$ cat config.mk
export PLATFORM = sky130hd
export DESIGN_NAME = emac_send_gtx
export DESIGN_NICKNAME = d
export VERILOG_FILES = /design/src/rtl/emac_send_gtx.sv
export SDC_FILE = /design/constraint.sdc
export NUM_CORES = 1
export LEC_CHECK = 0
export BUFFER_PORTS_ARGS = -buffer_cell sky130_fd_sc_hd__buf_2
export CORE_ASPECT_RATIO = 1.25
export CORE_MARGIN = 2
export CORE_UTILIZATION = 65
export DETAILED_ROUTE_END_ITERATION = 8
export GPL_TIMING_DRIVEN = 0
export PLACE_DENSITY = 0.84
export RECOVER_POWER = 25
export SLEW_MARGIN = 5
export SYNTH_ARGS = -nofsm -noshare
export SYNTH_HDL_FRONTEND = slang
export SYNTH_SLANG_ARGS = --single-unit
$ cat constraint.sdc
create_clock -name clk -period 4.6 [get_ports clk]
set_input_delay 0.69 -clock clk [delete_from_list [all_inputs] [get_ports clk]]
set_output_delay 0.69 -clock clk [all_outputs]
set_load 0.05 [all_outputs]
$ cat src/rtl/emac_send_gtx.sv
// rtl/emac_send_gtx.sv - GMII transmit framer: preamble/SFD, payload, zero pad, CRC-32 FCS, inter-frame gap.
module emac_send_gtx #(
    parameter int IFG_BYTES = 12,
    parameter int MIN_FRAME = 60,
    parameter bit PAD_EN    = 1'b1
) (
    input  logic       clk,
    input  logic       rst,
    input  logic [7:0] tx_data,
    input  logic       tx_data_valid,
    input  logic       tx_data_last,
    output logic       tx_ready,
    output logic [7:0] gmii_txd,
    output logic       gmii_tx_en,
    output logic       gmii_tx_er,
    output logic       tx_busy,
    output logic       tx_done,
    output logic       tx_abort
);

    // state_q names what is on the wire this cycle; ABORT is the single tx_er cycle.
    localparam logic [2:0] S_IDLE  = 3'd0;
    localparam logic [2:0] S_PRE   = 3'd1;
    localparam logic [2:0] S_SFD   = 3'd2;
    localparam logic [2:0] S_DATA  = 3'd3;
    localparam logic [2:0] S_PAD   = 3'd4;
    localparam logic [2:0] S_FCS   = 3'd5;
    localparam logic [2:0] S_IFG   = 3'd6;
    localparam logic [2:0] S_ABORT = 3'd7;

    localparam logic [10:0] MIN_LEN  = 11'(MIN_FRAME);
    localparam logic [7:0]  IFG_LAST = 8'(IFG_BYTES - 1);

    logic [2:0]  state_q, state_d;
    logic [2:0]  pre_cnt_q, pre_cnt_d;
    logic [10:0] byte_cnt_q, byte_cnt_d;
    logic [1:0]  fcs_cnt_q, fcs_cnt_d;
    logic [7:0]  ifg_cnt_q, ifg_cnt_d;
    logic [31:0] crc_q, crc_d;

    logic [7:0]  gmii_txd_q, gmii_txd_d;
    logic        gmii_tx_en_q, gmii_tx_en_d;
    logic        gmii_tx_er_q, gmii_tx_er_d;
    logic        tx_ready_q, tx_ready_d;
    logic        tx_busy_q, tx_busy_d;
    logic        tx_done_q, tx_done_d;
    logic        tx_abort_q, tx_abort_d;

    logic [10:0] byte_inc;
    logic [31:0] fcs_word;
    logic [1:0]  fcs_sel;
    logic [2:0]  gap_state;

    function automatic logic [31:0] crc_next(input logic [31:0] crc, input logic [7:0] d);
        logic [31:0] c;
        c = crc ^ {24'h000000, d};
        for (int i = 0; i < 8; i++) begin
            c = c[0] ? ((c >> 1) ^ 32'hEDB88320) : (c >> 1);
        end
        return c;
    endfunction

    assign byte_inc  = (byte_cnt_q == 11'h7FF) ? byte_cnt_q : byte_cnt_q + 11'd1;
    assign fcs_word  = ~crc_q;
    assign fcs_sel   = fcs_cnt_q + 2'd1;
    // The IDLE cycle that samples the next frame counts as the last gap cycle.
    assign gap_state = (IFG_BYTES > 1) ? S_IFG : S_IDLE;

    always_comb begin
        state_d      = state_q;
        pre_cnt_d    = pre_cnt_q;
        byte_cnt_d   = byte_cnt_q;
        fcs_cnt_d    = fcs_cnt_q;
        ifg_cnt_d    = ifg_cnt_q;
        crc_d        = crc_q;
        gmii_txd_d   = 8'h00;
        gmii_tx_en_d = 1'b0;
        gmii_tx_er_d = 1'b0;
        tx_ready_d   = 1'b0;
        tx_done_d    = 1'b0;
        tx_abort_d   = 1'b0;

        case (state_q)
            S_IDLE: begin
                if (tx_data_valid) begin
                    state_d      = S_PRE;
                    pre_cnt_d    = 3'd0;
                    gmii_txd_d   = 8'h55;
                    gmii_tx_en_d = 1'b1;
                end
            end
            S_PRE: begin
                gmii_tx_en_d = 1'b1;
                if (pre_cnt_q == 3'd6) begin
                    state_d    = S_SFD;
                    gmii_txd_d = 8'hD5;
                    tx_ready_d = 1'b1;
                    crc_d      = 32'hFFFFFFFF;
                    byte_cnt_d = 11'd0;
                end else begin
                    pre_cnt_d  = pre_cnt_q + 3'd1;
                    gmii_txd_d = 8'h55;
                end
            end
            S_SFD, S_DATA, S_PAD: begin
                gmii_tx_en_d = 1'b1;
                if (tx_ready_q) begin
                    if (tx_data_valid) begin
                        state_d    = S_DATA;
                        gmii_txd_d = tx_data;
                        crc_d      = crc_next(crc_q, tx_data);
                        byte_cnt_d = byte_inc;
                        tx_ready_d = !tx_data_last;
                    end else begin
                        state_d      = S_ABORT;
                        gmii_tx_er_d = 1'b1;
                        tx_abort_d   = 1'b1;
                    end
                end else if (PAD_EN && (byte_cnt_q < MIN_LEN)) begin
                    state_d    = S_PAD;
                    crc_d      = crc_next(crc_q, 8'h00);
                    byte_cnt_d = byte_inc;
                end else begin
                    state_d    = S_FCS;
                    fcs_cnt_d  = 2'd0;
                    gmii_txd_d = fcs_word[7:0];
                end
            end
            S_FCS: begin
                if (fcs_cnt_q == 2'd3) begin
                    state_d   = gap_state;
                    ifg_cnt_d = 8'd1;
                end else begin
                    gmii_tx_en_d = 1'b1;
                    fcs_cnt_d    = fcs_sel;
                    gmii_txd_d   = fcs_word[{fcs_sel, 3'b000} +: 8];
                    tx_done_d    = (fcs_cnt_q == 2'd2);
                end
            end
            S_ABORT: begin
                state_d   = gap_state;
                ifg_cnt_d = 8'd1;
                crc_d     = 32'hFFFFFFFF;
            end
            S_IFG: begin
                if (ifg_cnt_q >= IFG_LAST) begin
                    state_d = S_IDLE;
                end else begin
                    ifg_cnt_d = ifg_cnt_q + 8'd1;
                end
            end
            default: state_d = S_IDLE;
        endcase

        tx_busy_d = (state_d != S_IDLE);
    end

    always_ff @(posedge clk) begin
        if (rst) begin
            state_q      <= S_IDLE;
            pre_cnt_q    <= 3'd0;
            byte_cnt_q   <= 11'd0;
            fcs_cnt_q    <= 2'd0;
            ifg_cnt_q    <= 8'd0;
            crc_q        <= 32'hFFFFFFFF;
            gmii_txd_q   <= 8'h00;
            gmii_tx_en_q <= 1'b0;
            gmii_tx_er_q <= 1'b0;
            tx_ready_q   <= 1'b0;
            tx_busy_q    <= 1'b0;
            tx_done_q    <= 1'b0;
            tx_abort_q   <= 1'b0;
        end else begin
            state_q      <= state_d;
            pre_cnt_q    <= pre_cnt_d;
            byte_cnt_q   <= byte_cnt_d;
            fcs_cnt_q    <= fcs_cnt_d;
            ifg_cnt_q    <= ifg_cnt_d;
            crc_q        <= crc_d;
            gmii_txd_q   <= gmii_txd_d;
            gmii_tx_en_q <= gmii_tx_en_d;
            gmii_tx_er_q <= gmii_tx_er_d;
            tx_ready_q   <= tx_ready_d;
            tx_busy_q    <= tx_busy_d;
            tx_done_q    <= tx_done_d;
            tx_abort_q   <= tx_abort_d;
        end
    end

    assign gmii_txd   = gmii_txd_q;
    assign gmii_tx_en = gmii_tx_en_q;
    assign gmii_tx_er = gmii_tx_er_q;
    assign tx_ready   = tx_ready_q;
    assign tx_busy    = tx_busy_q;
    assign tx_done    = tx_done_q;
    assign tx_abort   = tx_abort_q;

endmodule

=== Word-level counts from Yosys, hierarchy flattened ===
Index checks and enable logic that the tools add are counted.

* Shifts and indexed selects: 1
* Bitwise operators: 21
* Equality and inequality tests: 21
* Mux-type cells: 60
* Add/sub/neg operators: 4
* Magnitude comparators: 2
* Reductions and logical operators: 17

{| class="wikitable"
|+ Operators with widths
! kind !! number
|-
| 2-to-1 mux 32 bit || 20
|-
| inverter 13 -> 14 bit || 16
|-
| case mux 32 bit (3 select lines) || 1
|-
| 2-to-1 mux 8 bit || 7
|-
| 2-to-1 mux 11 bit || 5
|-
| inverter 32 bit || 1
|-
| case mux 8 bit (4 select lines) || 1
|-
| variable part select 32 x 6 -> 8 bit || 1
|-
| XOR 32 x 8 -> 32 bit || 1
|-
| 2-to-1 mux 3 bit || 8
|-
| case mux 8 bit (3 select lines) || 1
|-
| case mux 11 bit (2 select lines) || 1
|-
| case mux 3 bit (6 select lines) || 1
|-
| inequality test 2 bit, second input constant || 8
|-
| == test 3 bit, second input constant || 5
|-
| AND reduction 4 bit || 3
|-
| adder 11 x 1 -> 11 bit, second input constant || 1
|-
| == test 11 bit, second input constant || 1
|-
| less-than comparator 11 x 6 -> 1 bit, second input constant || 1
|-
| nonzero test 3 bit || 3
|-
| OR reduction 3 bit || 3
|-
| adder 8 x 1 -> 8 bit, second input constant || 1
|-
| >= comparator 8 x 4 -> 1 bit, second input constant || 1
|-
| 2-to-1 mux 1 bit || 7
|-
| other kinds (18) || 28
|}

* Output and inout port bits: 14
* Logic and storage cells: 138
* Register bits: 72

=== Logic depth before layout (Yosys ltp) ===
Gate-level depths: netlist (run 1).

* Word-level depth: 20
* Mapped depth: 10
* Mapped depth without buffers: 8

=== Least setup slack after synthesis (run 1) ===
No wires, ideal clock.

* Path kind: input to register
* Start point: input port tx_data[0]
* End point: register crc_q[26]
* Path slack: 2.004 ns
* Stages: 8
* Arrival time: 2.466 ns
* Data required time: 4.470 ns
* Cell sequence: buf_2 xor2_1 xnor2_1 xnor2_1 xor3_1 a21oi_1 xnor2_1 a21oi_1

* Longest elaborated chain between the ends: 13

{| class="wikitable"
|+ Ends and longest elaborated chain
! element !! RTL line !! RTL
|-
| start: declaration || 9 || <nowiki>input logic [7:0] tx_data,</nowiki>
|-
| XOR 32 x 8 -> 32 bit (*) || 56 || <nowiki>c = crc ^ {24'h000000, d};</nowiki>
|-
| 2-to-1 mux 32 bit (*) (7 in series) || 58 || <nowiki>c = c[0] ? ((c >> 1) ^ 32'hEDB88320) : (c >> 1);</nowiki>
|-
| inverter 13 -> 14 bit (no line) || n/a ||
|-
| 2-to-1 mux 32 bit (*) || 58 ||
|-
| 2-to-1 mux 32 bit (*) || 108 || <nowiki>if (tx_data_valid) begin</nowiki>
|-
| 2-to-1 mux 32 bit (*) || 107 || <nowiki>if (tx_ready_q) begin</nowiki>
|-
| case mux 32 bit (3 select lines) (*) || 83 || <nowiki>case (state_q)</nowiki>
|-
| end signal: assignment || 179 || <nowiki>crc_q <= crc_d;</nowiki>
|-
| end: declaration || 39 || <nowiki>logic [31:0] crc_q, crc_d;</nowiki>
|}

Mark *: on every way between the ends. The rest lies on a longest branch, timed or not. The select of a mux whose other input is x is not followed.
A chain may end at the register's enable or synchronous reset.

=== Final worst setup path (run 1) ===
* Start point: register fcs_cnt_q[0]
* End point: register gmii_txd_q[6], in the netlist gmii_txd[6]

* Longest elaborated chain between the ends: 4
* Elaborated cells between the ends (all ways): 5
* Those cells by class: add/sub: 1; eq/ne: 1; shift: 1; mux: 2

{| class="wikitable"
|+ Ends and longest elaborated chain
! element !! RTL line !! RTL
|-
| start: declaration || 37 || <nowiki>logic [1:0] fcs_cnt_q, fcs_cnt_d;</nowiki>
|-
| start signal: assignment || 177 || <nowiki>fcs_cnt_q <= fcs_cnt_d;</nowiki>
|-
| adder 2 x 1 -> 2 bit || 65 || <nowiki>assign fcs_sel = fcs_cnt_q + 2'd1;</nowiki>
|-
| variable part select 32 x 6 -> 8 bit || 136 || <nowiki>gmii_txd_d = fcs_word[{fcs_sel, 3'b000} +: 8];</nowiki>
|-
| 2-to-1 mux 8 bit (*) || 130 || <nowiki>if (fcs_cnt_q == 2'd3) begin</nowiki>
|-
| case mux 8 bit (4 select lines) (*) || 83 ||
|-
| end signal: assignment || 180 || <nowiki>gmii_txd_q <= gmii_txd_d;</nowiki>
|-
| end: declaration || 41 || <nowiki>logic [7:0] gmii_txd_q, gmii_txd_d;</nowiki>
|}

Mark *: on every way between the ends. The rest lies on a longest branch, timed or not.

==> results of run 1 <==
## stage by stage
stage	power (mW)	std cells	setup slack (ns)	util
after detailed placement	0.862	682	1.48	0.707
final	1.39	698	1.45	0.734
after floorplan	0.817	576	2.00	-
after CTS	1.38	698	1.47	0.737
after global routing	1.43	698	1.31	0.734
after global placement	0.860	682	1.48	0.707
## registers in the layout, summed over array words and instances (netlist names)
| name | count |
|---|---|
| pre_cnt_q | 3 |
| gmii_tx_en | 1 |
| tx_ready | 1 |
| crc_q | 32 |
| gmii_txd | 8 |
| tx_busy | 1 |
| tx_done | 1 |
| tx_abort | 1 |
| fcs_cnt_q | 2 |
| byte_cnt_q | 11 |
| state_q | 3 |
| ifg_cnt_q | 8 |
## cell usage after synthesis (all sizes together), types with 4 or more instances
library cell  number  area share
clkbuf            33       0.026
a21oi             27       0.028
xor2              46       0.084
nand4              4      0.0052
nand3             10       0.010
o21ai             16       0.017
nor2b              4      0.0052
nand2b            16       0.021
buf               13       0.013
a31oi              8       0.014
dfxtp             72        0.30
or4                4      0.0071
a211oi             9       0.014
ha                 6       0.016
nor3              18       0.019
o22ai             12       0.016
nand2             44       0.036
mux4               8       0.038
nor2              76       0.060
or3                5      0.0066
o21bai            10       0.016
xnor2             98        0.18
## metal layers
metal	GRT usage	wire, um	vias to the layer above
met5	0	0	-
met4	0.205	704	0
met3	0.0549	901	62
met2	0.560	6240	234
met1	0.405	5140	2019
li1	-	-	2003
## cell families (layout without fill, tap and decap cells)
logic type	count (synthesis)	count (layout)	share of synthesized area
flip-flops	72	72	0.302
AND/OR/NAND/NOR	193	193	0.191
buffers and inverters	49	81	0.0417
multiplexers	11	11	0.0443
adder cells (fa/ha/maj)	6	6	0.0157
XOR/XNOR	145	145	0.269
AO/OA/AOI/OAI	100	100	0.137
## worst max-delay path, stage by stage, from the launching register on
cell and delay [ns]:
dfxtp_1 0.34, clkbuf_1 0.64, inv_1 0.15, ha_1 0.32, buf_1 0.53, mux4_2 0.45
o21ai_0 0.16, nand2_1 0.07, a21oi_1 0.21, a211oi_1 0.10, nor2_1 0.12
## worst paths after layout
check / startpoint / end / cells past startpoint
max: fcs_cnt_q[0]$_SDFFE_PP0P_ / gmii_txd[6]$_SDFF_PP0_ / 10
min: ifg_cnt_q[5]$_SDFFE_PP0P_ / ifg_cnt_q[5]$_SDFFE_PP0P_ / 2
max reg2reg: fcs_cnt_q[0]$_SDFFE_PP0P_ / gmii_txd[6]$_SDFF_PP0_ / 10
min reg2reg: ifg_cnt_q[5]$_SDFFE_PP0P_ / ifg_cnt_q[5]$_SDFFE_PP0P_ / 2
## power breakdown
group	internal, mW	total (mW)	switching [mW]
combinational	0.0807	0.220	0.140
sequential	0.630	0.632	0.00261
clock	0.267	0.534	0.267
## final cells by class
cell class	instances	area, um2
Multi-Input combinational cell	455	3130
Clock buffer	10	138
Inverter	3	11.3
Clock inverter	6	67.6
Sequential cell	72	1440
Fill cell	567	1870
Timing Repair Buffer	16	62.6
Buffer	46	188
Tap cell	90	113
==> qor.txt, run 1 <==
Worst Hold Class: reg2reg
initial DRC count: 359
area of the core: 0.00702 mm2
actual slew at the worst max-slew pin: 0.846 ns
Post-synth EDFFs: 0
GRT overflow: 0
worst clock skew: 0.0126 ns
register area share after synthesis: 0.302
num rows: 34
ys flop type: dfxtp_1
Hold Buf Count CTS: 0
number of sinks on the clock net: 72
Die Height: 99.8 um
pin count of the biggest net entering global routing: 14
clk_lat worst skew: 0.36 ns
Setup TNS: 0 ns
Max Root-Sink Buffers: 2
Final Max Slew Viols: 0
antenna-violating nets left: 0
WP data required: 4.90 ns
Via-to-Cell Ratio: 6.19
Root Buffer: clkbuf_8
Die Area: 0.00805 mm2
Leak Pwr: 1.75 nW
final setup fails: 0
CP arrival: 3.46 ns
CTS-repair resized insts: 0
worst-path fanout max: 10
Final Hold Slack: 0.480 ns
Die Wd: 80.6 um
placed cell areas: 0.00497 mm2
vias in the first global route: 4120
Post-synth ARST share: 0
Final Cycle Share: 0.685
ANT cells: 0
Num CTS Buffers: 9
PortBufs: 16
synth unique cells: 56
post-CTS setup buffer count: 0
drt first pass iters: 6
FF+latch count, synth: 72
Routed wire per std cell: 18.6 um
Max-cap violations: 0
layout cells sized above 1: 0.0658
P&R area growth vs syn: 7.89%
Fin. Hold Viols: 0
Design Area, Final: 0.00515 mm2
Post-Syn Nets: 594
Via Count: 4318
# nets final: 621
commonest non-fill, non-tap cell in the layout: xnor2_1
initial antenna violation count: 0
critical path class: reg2reg
DRC Markers: 0
H-tree depth: 3
Peak supply drop: 0.000184 V
Final Wtd Congestion: 1.02
Total GRT Usage: 0.337
I/O Pins: 26
Critical Path Start Type: flip-flop
Post-Syn Area per Cell: 8.29 um2
Post-Syn Area: 0.00477 mm2
initial core utilization: 0.680
warnings from Yosys: 0
Reg2Reg Setup Slack: 1.45 ns
CTS tree: yes
Final min period: 3.15 ns
WL final: 13000 um
Power Density: 269 mW/mm2
HPWL Detailed: 9240 um
Synth Instances: 576
first-pass GRT wire length: 20700 um
RSZ-0062 raised after global routing: no
Clock Pin Slew Worst Setup and Hold Paths: 0.08 ns
status: finished, final reports clean
commonest non-fill, non-tap cells in the layout: xnor2_1, nor2_1, dfxtp_1, clkbuf_1, xor2_1
slew margin rel.: 0.436
max frequency: 317 MHz
Worst setup EP type: flip-flop
No activity file was read; power rests on OpenSTA's default activity.
==> inputs of run 2 (changes only) <==
- ABC_AREA: unset -> 1
- CORE_UTILIZATION: 65 -> 63
- PLACE_DENSITY: 0.84 -> 0.81
- clock period: 4.6 -> 3 ns (I/O delays scaled with it)
==> run 2 against run 1 <==
Against the previous run: core utilization shrank 3.0 points; final cell count grew 55%; clock skew increased by 0.0036 ns; critical path depth grew 1; maximum frequency is 13% higher; clock power up 39%; combinational power grew to 4.5 times the previous value; wire length rose by 44%; sequential share of layout area shrank 4.6 points; clock-buffer cell count down 1; worst setup slack got worse by 1.2 ns; largest power group unchanged; highest routed layer unchanged.
==> qor.txt, run 2 <==
drt first pass iters: 6
pin count of the biggest net entering global routing: 15
FF+latch count, synth: 72
CP max stage delay: 0.62 ns
number of sinks on the clock net: 72
Max Root-Sink Buffers: 2
Post-Syn Area: 0.00574 mm2
commonest non-fill, non-tap cell in the layout: nand2_1
hold_sp: tx_data_last
Hold Buf Count CTS: 0
Post-Syn Area per Cell: 6.23 um2
Die Height: 111 um
num rows: 38
Final Wtd Congestion: 1.02
slew margin rel.: 0.513
H-tree depth: 3
worst-case reg-to-reg path depth: 11
cell total after placement: 1066
DRC Markers: 0
Post-Syn Nets: 939
Critical Path Start Type: flip-flop
Root Buffer: clkbuf_8
Largest regs: crc_q x32, byte_cnt_q x11
warnings from Yosys: 0
Power Density: 451 mW/mm2
Total GRT Usage: 0.385
Post-synth EDFFs: 0
Fin. Hold Viols: 0
multiplexer share of the synthesized area: 0
initial core utilization: 0.656
Post-synth ARST share: 0
Max-cap violations: 0
simple-gate share of the synthesized area: 0.347
Synth top area share: 0.251
worst hold endpoint: tx_ready$_SDFF_PP0_
post-synthesis xor/xnor area fraction: 0.139
clk_lat worst skew: 0.38 ns
Num CTS Buffers: 9
worst-path fanout max: 10
Final Cycle Share: 0.926
# nets final: 974
Worst Hold Class: in2reg
WL final: 18700 um
vias in the first global route: 5886
GRT Max-Usage Layer: met2
Clock Pin Slew Worst Setup and Hold Paths: 0.08 ns
synth top area cells: dfxtp_1, nand2_1, xor2_1, a21oi_1, inv_1
worst clock skew: 0.0162 ns
Non-Filler Instances: 1081
Via Count: 6316
area of the core: 0.00875 mm2
GR Util met3: 0.0827
register area share after synthesis: 0.251
Peak supply drop: 0.000367 V
ys flop type: dfxtp_1
synth cell count leaders: nand2_1, inv_1, dfxtp_1
CTS tree: yes
CP Cell Sequence: buf_2, clkinv_1, clkbuf_1, ha_1, clkinv_2, a21oi_1, o21ai_0, nand3_1, o221ai_1, nand2_1, inv_1
cell taking the most area after synthesis: dfxtp_1
R2R Path End: gmii_txd[3]$_SDFF_PP0_
Final Hold Slack: 0.333 ns
most common cell in the synthesized netlist: nand2_1
ANT cells: 0
synth unique cells: 45
final setup fails: 0
GRT overflow: 0
max frequency: 360 MHz
GRT met1 Usage: 0.444
Worst setup EP type: flip-flop
Routed wire per std cell: 17.3 um
max reg flops: 32
Compound-Gate Fraction of Synth Area: 0.143
Via-to-Cell Ratio: 5.84
post-CTS setup buffer count: 0
adder-cell share of the synthesized area: 0.0131
Leak Pwr: 2.79 nW
layout cells sized above 1: 0.0999
Die Wd: 89.3 um
Top reg by flops: crc_q
R2R Path Start: fcs_cnt_q[0]$_SDFFE_PP0P_
antenna-violating nets left: 0
commonest non-fill, non-tap cells in the layout: nand2_1, inv_1, dfxtp_1, a21oi_1, nand3_1
largest family of logic cells by synthesized area: simple AND/OR/NAND/NOR gates
Die Area: 0.00989 mm2
Final min period: 2.78 ns
HPWL Detailed: 14100 um
initial antenna violation count: 0
hold path cells: 3
worst slack, placed: -0.00309 ns
Reg2Reg Setup Slack: 0.22 ns
actual slew at the worst max-slew pin: 0.730 ns
P&R area growth vs syn: 7.37%
PortBufs: 25
first-pass GRT wire length: 29300 um
I/O Pins: 26
critical path class: reg2reg
Synth Instances: 921
initial DRC count: 716
fin worst setup slack: 0.221 ns
CP arrival: 3.06 ns
Final Max Slew Viols: 0
met2 Usage GRT: 0.612
CP max stage cell: ha_1
RSZ-0062 raised after global routing: no
WP data required: 3.28 ns
status: finished, final reports clean
==> run 2: worst max-delay path: cells and delay by family (launching register included) <==
kind / cells / cell delay (ns)
buffers and inverters: 5 / 1.17
adder cells (fa/ha/maj): 1 / 0.62
AO/OA/AOI/OAI: 3 / 0.36
flip-flops: 1 / 0.35
AND/OR/NAND/NOR: 2 / 0.19
==> run 2: what timing repair did <==
item                       CTS  global route
gates cloned                 0             0
setup endpoints to repair    1             5
gates resized for setup      1             0
==> run 2: stage by stage <==
stage,cell area (um2),TNS (ns),utilization,power (mW)
final,6160,0,0.704,2.78
after global routing,6160,0,0.704,2.91
after CTS,6190,0,0.708,2.75
after detailed placement,6010,-0.00309,0.687,2.02
after global placement,6010,0,0.687,1.99
after floorplan,5740,0,-,1.80
==> run 2: layout make-up <==
class,count,area [um2]
tap,120,150
buffer,39,238
multi-input combinational,712,3680
fill,877,2590
clock inverter,7,53.8
inverter,97,368
clock buffer,9,124
timing repair buffer,25,108
sequential,72,1440
==> run 2: worst max path at each step <==
| stage | startpoint | end | slack (ns) | cells after the start |
|---|---|---|---|---|
| after floorplan | fcs_cnt_q[0]$_SDFFE_PP0P_ | gmii_txd[3]$_SDFF_PP0_ | 0.81 | 12 |
| after detailed placement | fcs_cnt_q[0]$_SDFFE_PP0P_ | gmii_txd[3]$_SDFF_PP0_ | -0.003 | 12 |
| after global placement | fcs_cnt_q[0]$_SDFFE_PP0P_ | gmii_txd[3]$_SDFF_PP0_ | 0.005 | 12 |
| final | fcs_cnt_q[0]$_SDFFE_PP0P_ | gmii_txd[3]$_SDFF_PP0_ | 0.22 | 11 |
| after CTS | fcs_cnt_q[0]$_SDFFE_PP0P_ | gmii_txd[3]$_SDFF_PP0_ | 0.12 | 12 |
| after global routing | fcs_cnt_q[0]$_SDFFE_PP0P_ | gmii_txd[3]$_SDFF_PP0_ | 0.1 | 11 |
==> run 2: metal layers <==
layer	vias up	part of all wire
met5	-	0
met4	0	0.075
met3	101	0.094
met2	362	0.47
met1	2850	0.36
li1	3003	-
==> run 2: cells by family after synthesis <==
group                    count (synthesis)
buffers and inverters                  137
AND/OR/NAND/NOR                        470
adder cells (fa/ha/maj)                  6
AO/OA/AOI/OAI                          150
XOR/XNOR                                86
flip-flops                              72
==> run 2: power by group <==
part	switching, mW	internal [mW]	total (mW)
logic	0.653	0.333	0.985
clock network	0.435	0.307	0.742
registers	0.0481	1.00	1.05
==> inputs of run 3 (changes only) <==
- REMOVE_ABC_BUFFERS: unset -> 1
==> run 3 against run 2 <==
Against the previous run: clock-buffer cell count stayed put; total power is 0.61% higher; combinational power is 9.8% lower.
==> qor.txt, run 3 (same netlist as run 2, synthesis figures left out) <==
status: finished, final reports clean
worst-case reg-to-reg path depth: 9
Die Height: 111 um
Final Cycle Share: 0.991
hold_sp: tx_data_last
P&R area growth vs syn: 3.95%
R2R Path Start: fcs_cnt_q[0]$_SDFFE_PP0P_
first-pass GRT wire length: 27400 um
GRT overflow: 0
CP arrival: 3.25 ns
WP data required: 3.28 ns
worst hold endpoint: tx_ready$_SDFF_PP0_
drt first pass iters: 7
fin worst setup slack: 0.0272 ns
Final Wtd Congestion: 0.927
number of sinks on the clock net: 72
actual slew at the worst max-slew pin: 0.957 ns
Power Density: 469 mW/mm2
CTS tree: yes
PortBufs: 25
Via-to-Cell Ratio: 5.77
max frequency: 336 MHz
worst clock skew: 0.0223 ns
initial antenna violation count: 0
critical path class: reg2reg
Via Count: 6022
FF+latch area: 0.00145 mm2
Num CTS Buffers: 9
Critical Path Start Type: flip-flop
initial core utilization: 0.656
Final Max Slew Viols: 0
Die Area: 0.00989 mm2
Routed wire per std cell: 16.3 um
Reg2Reg Setup Slack: 0.03 ns
num rows: 38
area of the multi-input gates: 0.00368 mm2
HPWL Detailed: 11900 um
initial DRC count: 731
# nets final: 936
ANT cells: 0
RSZ-0062 raised after global routing: no
Total GRT Usage: 0.356
Top reg by flops: crc_q
H-tree depth: 3
DRC Markers: 0
max reg flops: 32
Layout Utilization: 0.681
WL final: 17000 um
Non-Filler Instances: 1043
post-CTS setup buffer count: 0
Leak Pwr: 2.68 nW
Pwr Total: 2.79 mW
Worst Hold Class: in2reg
Setup TNS: 0 ns
Max Root-Sink Buffers: 2
Peak supply drop: 0.000396 V
antenna-violating nets left: 0
cell total after placement: 1026
vias in the first global route: 5652
pin count of the biggest net entering global routing: 48
Worst setup EP type: flip-flop
CP Cell Sequence: clkinv_2, ha_1, clkinv_1, a21oi_1, o21ai_0, nand3_1, o221ai_1, nand2_1, inv_1
commonest non-fill, non-tap cells in the layout: nand2_1, inv_1, dfxtp_1, a21oi_1, nand3_1
slew margin rel.: 0.362
area of the core: 0.00875 mm2
clk_lat worst skew: 0.39 ns
commonest non-fill, non-tap cell in the layout: nand2_1
worst slack, placed: -0.925 ns
R2R Path End: gmii_txd[3]$_SDFF_PP0_
Fin. Hold Viols: 0
Clock Pin Slew Worst Setup and Hold Paths: 0.10 ns
hold path cells: 3
worst-path fanout max: 20
Max-cap violations: 0
CP max stage delay: 0.69 ns
final setup fails: 0
layout cells sized above 1: 0.0802
fillers: 838
Largest regs: crc_q x32, byte_cnt_q x11
Hold Buf Count CTS: 0
Final min period: 2.97 ns
Root Buffer: clkbuf_8
CP max stage cell: ha_1
Die Wd: 89.3 um
I/O Pins: 26
run 3: per-stage QoR:
step / hold slack (ns) / instance area [um2]
2_1_floorplan: 0.421 / 5490
3_3_place_gp: 0.431 / 5770
3_5_place_dp: 0.438 / 5770
4_1_cts: 0.318 / 5990
5_1_grt: 0.345 / 5960
6_report: 0.319 / 5960
run 3: how the worst max path moves through the flow:
stage,startpoint,to,slack (ns)
after floorplan,tx_ready$_SDFF_PP0_,crc_q[13]$_SDFFE_PP1P_,0.02
after global placement,tx_ready$_SDFF_PP0_,crc_q[0]$_SDFFE_PP1P_,-0.93
after detailed placement,tx_ready$_SDFF_PP0_,crc_q[8]$_SDFFE_PP1P_,-0.93
after CTS,state_q[1]$_SDFF_PP0_,crc_q[8]$_SDFFE_PP1P_,0.07
after global routing,fcs_cnt_q[0]$_SDFFE_PP0P_,gmii_txd[3]$_SDFF_PP0_,0.01
final,fcs_cnt_q[0]$_SDFFE_PP0P_,gmii_txd[3]$_SDFF_PP0_,0.03
run 3: what timing repair did:
item	CTS	global route
setup endpoints to repair	42	28
gates resized for setup	5	3
endpoints found under the hold margin	0	0
pin swaps	1	0
gates cloned	1	0
run 3: critical path: cells and delay by family (launching register included):
| kind | cells | cell delay (ns) |
|---|---|---|
| buffers and inverters | 3 | 0.87 |
| adders and majority gates | 1 | 0.69 |
| DFF | 1 | 0.61 |
| AOI/OAI and AO/OA | 3 | 0.48 |
| and+or+nand+nor | 2 | 0.20 |
run 3: cell type report:
class	count	share of cell area
Clock buffer	9	0.0208
Clock inverter	7	0.0130
Inverter	97	0.0625
Multi-Input combinational cell	713	0.618
Sequential cell	72	0.243
Tap cell	120	0.0252
Timing Repair Buffer	25	0.0180
run 3: report_power, final:
group / switching, mW / leakage, nW / total, mW / internal (mW)
clock: 0.425 / 0.106 / 0.819 / 0.394
combinational: 0.583 / 1.99 / 0.888 / 0.305
sequential: 0.0855 / 0.589 / 1.09 / 1.00
run 3: routing by layer:
layer | track usage | up-vias | wire [um]
met1 | 0.438 | 2706 | 6530
met2 | 0.569 | 319 | 7900
met3 | 0.0536 | 79 | 1440
met5 | 0 | - | 0
met4 | 0.221 | 0 | 1110
li1 | - | 2918 | -
